==> src/rtl/mii_frame_gen.sv <==
// MII (4-bit, 100Base-TX) transmit frame generator.
// Emits preamble/SFD, a selectable pattern payload, optional zero padding,
// the CRC-32 FCS and an inter-frame gap. Frame parameters are captured on start.
module mii_frame_gen #(
  parameter int LEN_W       = 11,
  parameter int PAYLOAD_MAX = 1500,
  parameter int MIN_PAYLOAD = 46,
  parameter int IFG_BYTES   = 12,
  parameter int CNT_W       = 16
) (
  input  logic             clk_25Mz,
  input  logic             reset_n,
  input  logic             start,
  input  logic [LEN_W-1:0] frame_len,
  input  logic [1:0]       pattern_sel,
  input  logic [7:0]       seed,
  output logic             TX_EN,
  output logic [3:0]       TXD,
  output logic             busy,
  output logic             done,
  output logic [CNT_W-1:0] frame_cnt,
  output logic [31:0]      crc_out
);

  // Largest byte count any state has to walk through (at least 8 for the preamble).
  localparam int MAXB0 = (PAYLOAD_MAX > MIN_PAYLOAD) ? PAYLOAD_MAX : MIN_PAYLOAD;
  localparam int MAXB1 = (MAXB0 > IFG_BYTES) ? MAXB0 : IFG_BYTES;
  localparam int MAXB  = (MAXB1 > 8) ? MAXB1 : 8;
  localparam int CW    = $clog2(2 * MAXB + 1);

  localparam logic [31:0] PMAX     = 32'(PAYLOAD_MAX);
  localparam logic [31:0] PMIN     = 32'(MIN_PAYLOAD);
  localparam logic [31:0] POLY     = 32'hEDB8_8320;
  localparam logic [CW-1:0] PRE_LAST = CW'(15);
  localparam logic [CW-1:0] FCS_LAST = CW'(7);
  localparam logic [CW-1:0] IFG_LAST = CW'(2 * IFG_BYTES - 1);

  typedef enum logic [2:0] {
    S_IDLE,
    S_PRE,
    S_PAY,
    S_PAD,
    S_FCS,
    S_IFG
  } state_t;

  state_t           state_q, state_d;
  logic [CW-1:0]    cnt_q, cnt_d;
  logic [CW-1:0]    pay_nib_q, pay_nib_d;
  logic [CW-1:0]    pad_nib_q, pad_nib_d;
  logic [1:0]       sel_q, sel_d;
  logic [7:0]       byte_q, byte_d;
  logic [31:0]      crc_q, crc_d;
  logic [CNT_W-1:0] frame_cnt_q, frame_cnt_d;
  logic [31:0]      crc_out_q, crc_out_d;

  logic [31:0]      eff_len;
  logic [31:0]      pad_len;
  logic [31:0]      fcs;
  logic [7:0]       init_byte;

  // One byte through the reflected CRC-32 register, LSB first.
  function automatic logic [31:0] crc_byte(input logic [31:0] c, input logic [7:0] d);
    logic [31:0] r;
    r = c;
    for (int unsigned i = 0; i < 8; i++) begin
      if (r[0] ^ d[i]) r = {1'b0, r[31:1]} ^ POLY;
      else             r = {1'b0, r[31:1]};
    end
    return r;
  endfunction

  // Successor of the current payload byte for the latched pattern mode.
  function automatic logic [7:0] next_byte(input logic [1:0] sel, input logic [7:0] b);
    logic [7:0] r;
    case (sel)
      2'd0:    r = b + 8'd1;
      2'd1:    r = b;
      2'd2:    r = {b[6:0], 1'b0} ^ (b[7] ? 8'h1D : 8'h00);
      default: r = ~b;
    endcase
    return r;
  endfunction

  // Clamp the requested length and derive the padding needed to reach the minimum.
  always_comb begin
    eff_len = '0;
    pad_len = '0;
    eff_len = (32'(frame_len) > PMAX) ? PMAX : 32'(frame_len);
    pad_len = (eff_len < PMIN) ? (PMIN - eff_len) : '0;
    case (pattern_sel)
      2'd2:    init_byte = (seed == 8'h00) ? 8'h01 : seed;
      2'd3:    init_byte = 8'h55;
      default: init_byte = seed;
    endcase
  end

  // State and datapath registers.
  always_ff @(posedge clk_25Mz or negedge reset_n) begin
    if (!reset_n) begin
      state_q     <= S_IDLE;
      cnt_q       <= '0;
      pay_nib_q   <= '0;
      pad_nib_q   <= '0;
      sel_q       <= '0;
      byte_q      <= '0;
      crc_q       <= '1;
      frame_cnt_q <= '0;
      crc_out_q   <= '0;
    end else begin
      state_q     <= state_d;
      cnt_q       <= cnt_d;
      pay_nib_q   <= pay_nib_d;
      pad_nib_q   <= pad_nib_d;
      sel_q       <= sel_d;
      byte_q      <= byte_d;
      crc_q       <= crc_d;
      frame_cnt_q <= frame_cnt_d;
      crc_out_q   <= crc_out_d;
    end
  end

  // Next-state and nibble output; TX_EN/TXD decode straight from state so a reset drops them at once.
  always_comb begin
    state_d     = state_q;
    cnt_d       = cnt_q + CW'(1);
    pay_nib_d   = pay_nib_q;
    pad_nib_d   = pad_nib_q;
    sel_d       = sel_q;
    byte_d      = byte_q;
    crc_d       = crc_q;
    frame_cnt_d = frame_cnt_q;
    crc_out_d   = crc_out_q;
    TX_EN       = 1'b0;
    TXD         = 4'h0;
    done        = 1'b0;
    fcs         = ~crc_q;

    case (state_q)
      S_IDLE: begin
        cnt_d = '0;
        if (start) begin
          pay_nib_d = CW'(2 * eff_len);
          pad_nib_d = CW'(2 * pad_len);
          sel_d     = pattern_sel;
          byte_d    = init_byte;
          crc_d     = '1;
          state_d   = S_PRE;
        end
      end
      S_PRE: begin
        TX_EN = 1'b1;
        TXD   = (cnt_q == PRE_LAST) ? 4'hD : 4'h5;
        if (cnt_q == PRE_LAST) begin
          cnt_d = '0;
          if (pay_nib_q != '0)      state_d = S_PAY;
          else if (pad_nib_q != '0) state_d = S_PAD;
          else                      state_d = S_FCS;
        end
      end
      S_PAY: begin
        TX_EN = 1'b1;
        TXD   = cnt_q[0] ? byte_q[7:4] : byte_q[3:0];
        if (cnt_q[0]) begin
          crc_d  = crc_byte(crc_q, byte_q);
          byte_d = next_byte(sel_q, byte_q);
        end
        if (cnt_q == pay_nib_q - CW'(1)) begin
          cnt_d   = '0;
          state_d = (pad_nib_q != '0) ? S_PAD : S_FCS;
        end
      end
      S_PAD: begin
        TX_EN = 1'b1;
        if (cnt_q[0]) crc_d = crc_byte(crc_q, 8'h00);
        if (cnt_q == pad_nib_q - CW'(1)) begin
          cnt_d   = '0;
          state_d = S_FCS;
        end
      end
      S_FCS: begin
        TX_EN = 1'b1;
        TXD   = fcs[{cnt_q[2:0], 2'b00} +: 4];
        if (cnt_q == FCS_LAST) begin
          cnt_d   = '0;
          state_d = S_IFG;
        end
      end
      S_IFG: begin
        if (cnt_q == IFG_LAST) begin
          done        = 1'b1;
          frame_cnt_d = frame_cnt_q + CNT_W'(1);
          crc_out_d   = ~crc_q;
          cnt_d       = '0;
          state_d     = S_IDLE;
        end
      end
      default: begin
        cnt_d   = '0;
        state_d = S_IDLE;
      end
    endcase
  end

  assign busy      = (state_q != S_IDLE);
  assign frame_cnt = frame_cnt_q;
  assign crc_out   = crc_out_q;

endmodule

==> config.mk <==
export PLATFORM = sky130hd
export DESIGN_NAME = mii_frame_gen
export DESIGN_NICKNAME = d
export VERILOG_FILES = /design/src/rtl/mii_frame_gen.sv
export SDC_FILE = /design/constraint.sdc
export NUM_CORES = 1
export LEC_CHECK = 0
export ABC_AREA = 0
export CORE_ASPECT_RATIO = 0.9
export CORE_UTILIZATION = 44
export DETAILED_ROUTE_END_ITERATION = 10
export DONT_BUFFER_PORTS = 1
export PLACE_DENSITY = 0.66
export SETUP_SLACK_MARGIN = 0.15
export SLEW_MARGIN = 20
export SYNTH_ARGS = -nofsm -noshare
export SYNTH_HDL_FRONTEND = slang
export SYNTH_SLANG_ARGS = --single-unit
==> constraint.sdc <==
create_clock -name clk_25Mz -period 8 [get_ports clk_25Mz]
set_input_delay 0.8 -clock clk_25Mz [delete_from_list [all_inputs] [get_ports clk_25Mz]]
set_output_delay 0.8 -clock clk_25Mz [all_outputs]
set_load 0.01 [all_outputs]
**After elaboration in Yosys (flattened, before gate mapping)**

Cells that the tools add are included.

- Add/subtract/negate cells: 6
- $lt $le $gt $ge: 2
- Equal/unequal tests: 23
- Shift operators: 1
- Muxes and demuxes: 78
- Bitwise gates (word level): 26
- Reduce and logical (&&, ||, !) cells: 14

Operators with widths:

| cell | count |
|---|---|
| $mux W32 | 47 |
| $not A13 Y14 | 15 |
| $pmux W32 S3 | 1 |
| $mux W12 | 5 |
| $pmux W12 S5 | 1 |
| $not A32 Y32 | 1 |
| $pmux W8 S2 | 2 |
| $shiftx A32 B6 Y4 | 1 |
| $eq A12 B12 Y1 | 2 |
| $mux W3 | 8 |
| $mux W8 | 3 |
| $pmux W8 S3 | 1 |
| $reduce_bool A12 Y1 | 2 |
| $sub A12 B1 Y12 const B | 2 |
| $mux W11 | 2 |
| $ne A2 B2 Y1 const B | 9 |
| $pmux W3 S6 | 1 |
| $add A16 B1 Y16 const B | 1 |
| $add A12 B1 Y12 const B | 1 |
| $eq A12 B3 Y1 const B | 1 |
| $eq A12 B4 Y1 const B | 1 |
| $eq A12 B5 Y1 const B | 1 |
| $pmux W4 S3 | 1 |
| $gt A11 B11 Y1 const B | 1 |
| 23 further kinds | 40 |

- Bits in registers: 127
- Bits of input ports: 24
- Output and inout bits: 55

**Longest topological paths before layout**

- Depth after elaboration: 32
- Depth in mapped cells: 12
- Depth with buffers taken out: 12

**Worst setup path after synthesis**

No wires, ideal clock.

- Path kind: reg-to-output
- Start point: reg cnt_q[0]
- End point: out TXD[1]
- Arrival time: 2.057 ns
- Required time: 7.200 ns
- Slack: 5.143 ns
- Cell stages (with the launch flop): 7
- Buffers on the path: 2
- Cells stage by stage: dfrtp_1 > clkbuf_1 > buf_1 > mux4_2 > mux2i_1 > nand3_1 > o21ai_0

- Word-level cells in the longest chain between the ends: 2
- Elaborated cells on any way between the ends: 3
- Those cells by class: shift (1); mux (2)

RTL lines:

| what | line | source |
|---|---|---|
| from (decl) | 48 | `logic [CW-1:0] cnt_q, cnt_d;` |
| from (signal assigned) | 112 | `cnt_q <= cnt_d;` |
| $shiftx A32 B6 Y4 or $mux W4 (tied branches) | 183, 163 |  |
| $pmux W4 S3 (*) | 139 | `case (state_q)` |
| to (decl) | 18 | `output logic [3:0] TXD,` |

Every way passes the cells marked *; elsewhere a longest branch is shown, timed or not.

**Worst setup path in the final report**

- Start point: reg cnt_q[0]
- End point: out done

- Word-level cells in the longest chain between the ends: 3

RTL lines:

| what | line | source |
|---|---|---|
| $eq A12 B5 Y1 | 190 | `if (cnt_q == IFG_LAST) begin` |
| $mux W1 | 190 |  |
| $mux W1 | 139 |  |
| to (decl) | 20 | `output logic done,` |

Every way passes these cells.

==> impl_metrics.toml <==
[timing]
hold_viol = 0
finalSetupViolCount = 0
post-route-period-util_pct = 47.88
slew_headroom_pct = 30.21
layout_setup_ws_ns = 4.170
tns_ns = 0
fin_worst_skew_ns = 0.008113
max_freq_ghz = 0.2611
fin_crit_ns = 3.830
grt_setup_unrepaired = "no"
worstMarginPinSlew_ns = 1.047
slew_violations = 0

[global_routing]
grt_max_degree = 128
grtUsageTotal_pct = 22.43
grt_pass1_wl_um = 34470
grt_pass1_vias = 6361
antenna_found_initial = 0
grt_remaining_overflow = 0

[layout]
design_area_mm2 = 0.009062
nets = 903
final_core_util_pct = 48.61
drive_gt1_share_pct = 13.24
antenna_cells = 0
fillerInstances = 1770
area_growth_pct = 7.034

[synthesis]
synth_compound_area_share_pct = 16.58
synth_area_leaders = "dfrtp_1, xnor2_1, dfstp_2"
synth-edff-count = 0
synthesis.nets = 945
syn_inst = 913
synth_top_area_share_pct = 28.08
syn_area_per_cell_um2 = 9.274
muxShareOfSynthArea_pct = 3.621
synthXorXnorAreaFrac_pct = 19.71
synthSimpleGateAreaFrac_pct = 16.15
yosys_register_bits = 127
synthArstFlopShare_pct = 100.0
synth_top_family_by_area = "XOR/XNOR gates"
synth_warnings = 0
syn_area_mm2 = 0.008467
synth_flop_cell = "dfrtp_1"
synth-adder-area-share_pct = 1.182
seq_area_frac_synth_pct = 38.01
synth.distinct_cells = 86
yosys.area.top_type = "dfrtp_1"

[pwr]
irDropWorstVdd_mv = 0.1886
power_density_mw_per_mm2 = 341.4
power_uw = 3094
p_leak_uw = 0.003511

[clock_tree]
ctsHoldBuffers = 0
clock_latency_ns = 0.42
clk_pin_slew_ns = 0.06
clockBufferDepth = 2
cts.repair.resized = 0
cts_root_buf = "clkbuf_16"
clock_sinks = 127
numCtsBuffers = 17
cts_tree = "done"
htreeDepth = 4
post-cts-setup-buffer-count = 0

[detailed_routing]
drt_iter0_drc = 451
routed_via_density = 5.791
wl_per_cell_um = 18.44
postRouteAntennaNets = 0
vias = 6538
firstDrtPassIters = 5
drcViolationCount = 0
wl_um = 20820

[critical_path]
cp.arrival_ns = 3.03
critPathKind = "reg -> out"
cp-end-kind = "output port"
slowest_delay_ns = 1.03
crit_chain = "ha_1 > nand2_1 > or4_2 > buf_4 > inv_2"
r2r-start = "cnt_q[0]"
crit_path_start = "cnt_q[0]"
cpMaxStageDelayCell = "dfrtp_1"
startpoint_type = "register"
crit_family = "flip-flops"
crit_buf_inv = 2
worst_ep_required_time_ns = 7.20
path_max_fanout = 68

[floorplanning]
die_w_um = 148.2
io_pins = 79
die_area_mm2 = 0.01980
die_height_um = 133.6
start_util_pct = 45.42
core-area_mm2 = 0.01864
core.rowCount = 47

[placed_design]
gp_congestion = 0.8718
placed_area_mm2 = 0.008492
hpwlAfterDp_um = 14320
io_buffers = 0
post-place-ws_ns = 4.518

[outcome]
status = "complete, no violations"

[flow_run]
maxCapViolations = 0

[hold_path]
hold_path.class = "in -> async"
==> power breakdown <==
group	internal, uW	switching, uW
clock	442	316
combinational	634	770
sequential	717	216
==> sequential cells by signal, indices dropped and copies added, names as in the netlist <==
signal     cells
state_q        3
cnt_q         12
crc_q         32
pay_nib_q     11
frame_cnt     16
byte_q         8
sel_q          2
pad_nib_q     11
crc_out       32
==> kinds of logic after synthesis <==
logic type               count (synthesis)
adder cells (fa/ha/maj)                  8
flip-flops                             127
AO/OA/AOI/OAI                          214
XOR/XNOR                               186
multiplexers                            20
AND/OR/NAND/NOR                        273
buffers and inverters                   85
==> layer usage <==
| layer | up-vias | GRT usage, % | share of wire, % |
|---|---|---|---|
| li1 | 3116 | - | - |
| met1 | 3166 | 31.58 | 47 |
| met2 | 238 | 33.33 | 44 |
| met3 | 18 | 6.404 | 7.6 |
| met4 | 0 | 6.415 | 1.4 |
| met5 | - | 0 | 0 |
==> cell usage after synthesis (all sizes together), types with 7 or more instances <==
cell and count:
o22a 14, mux4 8, xor2 61, dfstp 32, a31oi 11, and3 9
nor4 8, xnor2 124, dfrtp 95, nor3 18, clkbuf 39, inv 16
nor2b 11, o21ai 69, nor2 81, a21oi 43, nand2 90, a2111oi 7
a211oi 7, nand3 22, mux2i 7, buf 29, ha 8, a221oi 9
==> layout by cell type, fill, tap and decap left out, types with 3 or more instances in the layout <==
cell type    n
a2111oi_0    5
a211oi_1     7
a21o_1       4
a21oi_1     43
a221oi_1     9
a22o_1       3
a22oi_1      5
a31oi_1     11
a41oi_1      4
and2_1       4
and3_1       9
buf_4        7
clkbuf_16   17
clkinv_4     3
dfrtp_1     95
dfstp_2     32
ha_1         8
inv_1       15
inv_6        4
mux2_2       5
mux2i_1      7
mux4_2       8
nand2_1     90
nand2b_1     5
nand3_1     22
nand4_1      5
nor2_1      67
nor2_2      14
nor2b_1     11
nor3_1      16
nor4_1       5
o21ai_0     67
o21bai_1     4
o22a_1      14
o22ai_1      4
o31ai_1      4
xnor2_1    123
xor2_1      60
==> metrics by stage <==
step | hold WS, ns | cells
global route | 0.05293 | 1129
CTS | 0.05836 | 1129
global placement | 0.5119 | 1097
finish | 0.07684 | 1129
detailed placement | 0.5116 | 1097
floorplan | 0.4864 | 913
==> cell type report <==
class	count	area, um2	area share, %
Clock buffer	19	442.9	4.887
Timing Repair Buffer	7	52.55	0.5799
Clock inverter	13	127.6	1.408
Tap cell	245	306.5	3.383
Sequential cell	127	3218	35.51
Multi-Input combinational cell	701	4851	53.53
Inverter	17	63.81	0.7041
==> final timing paths <==
check	end	cells after the start	slack (ns)
min in group clk_25Mz	pad_nib_q[8]	1	0.46
setup reg to reg	frame_cnt[9]	9	4.55
hold / removal	sel_q[0]	0	0.08
hold reg to reg	frame_cnt[15]	1	0.54
max in group asynchronous	crc_q[15]	0	7.66
setup / recovery	done	5	4.17
==> worst register-to-register path: cells and delay by family (launching register included) <==
| kind | cells | cell delay (ns) |
|---|---|---|
| simple gates | 5 | 1.28 |
| fa+ha+maj | 1 | 0.35 |
| buf+inv | 2 | 0.53 |
| flops | 1 | 1.03 |
| xor+xnor | 1 | 0.15 |
Power figures use the tool's default switching activity.
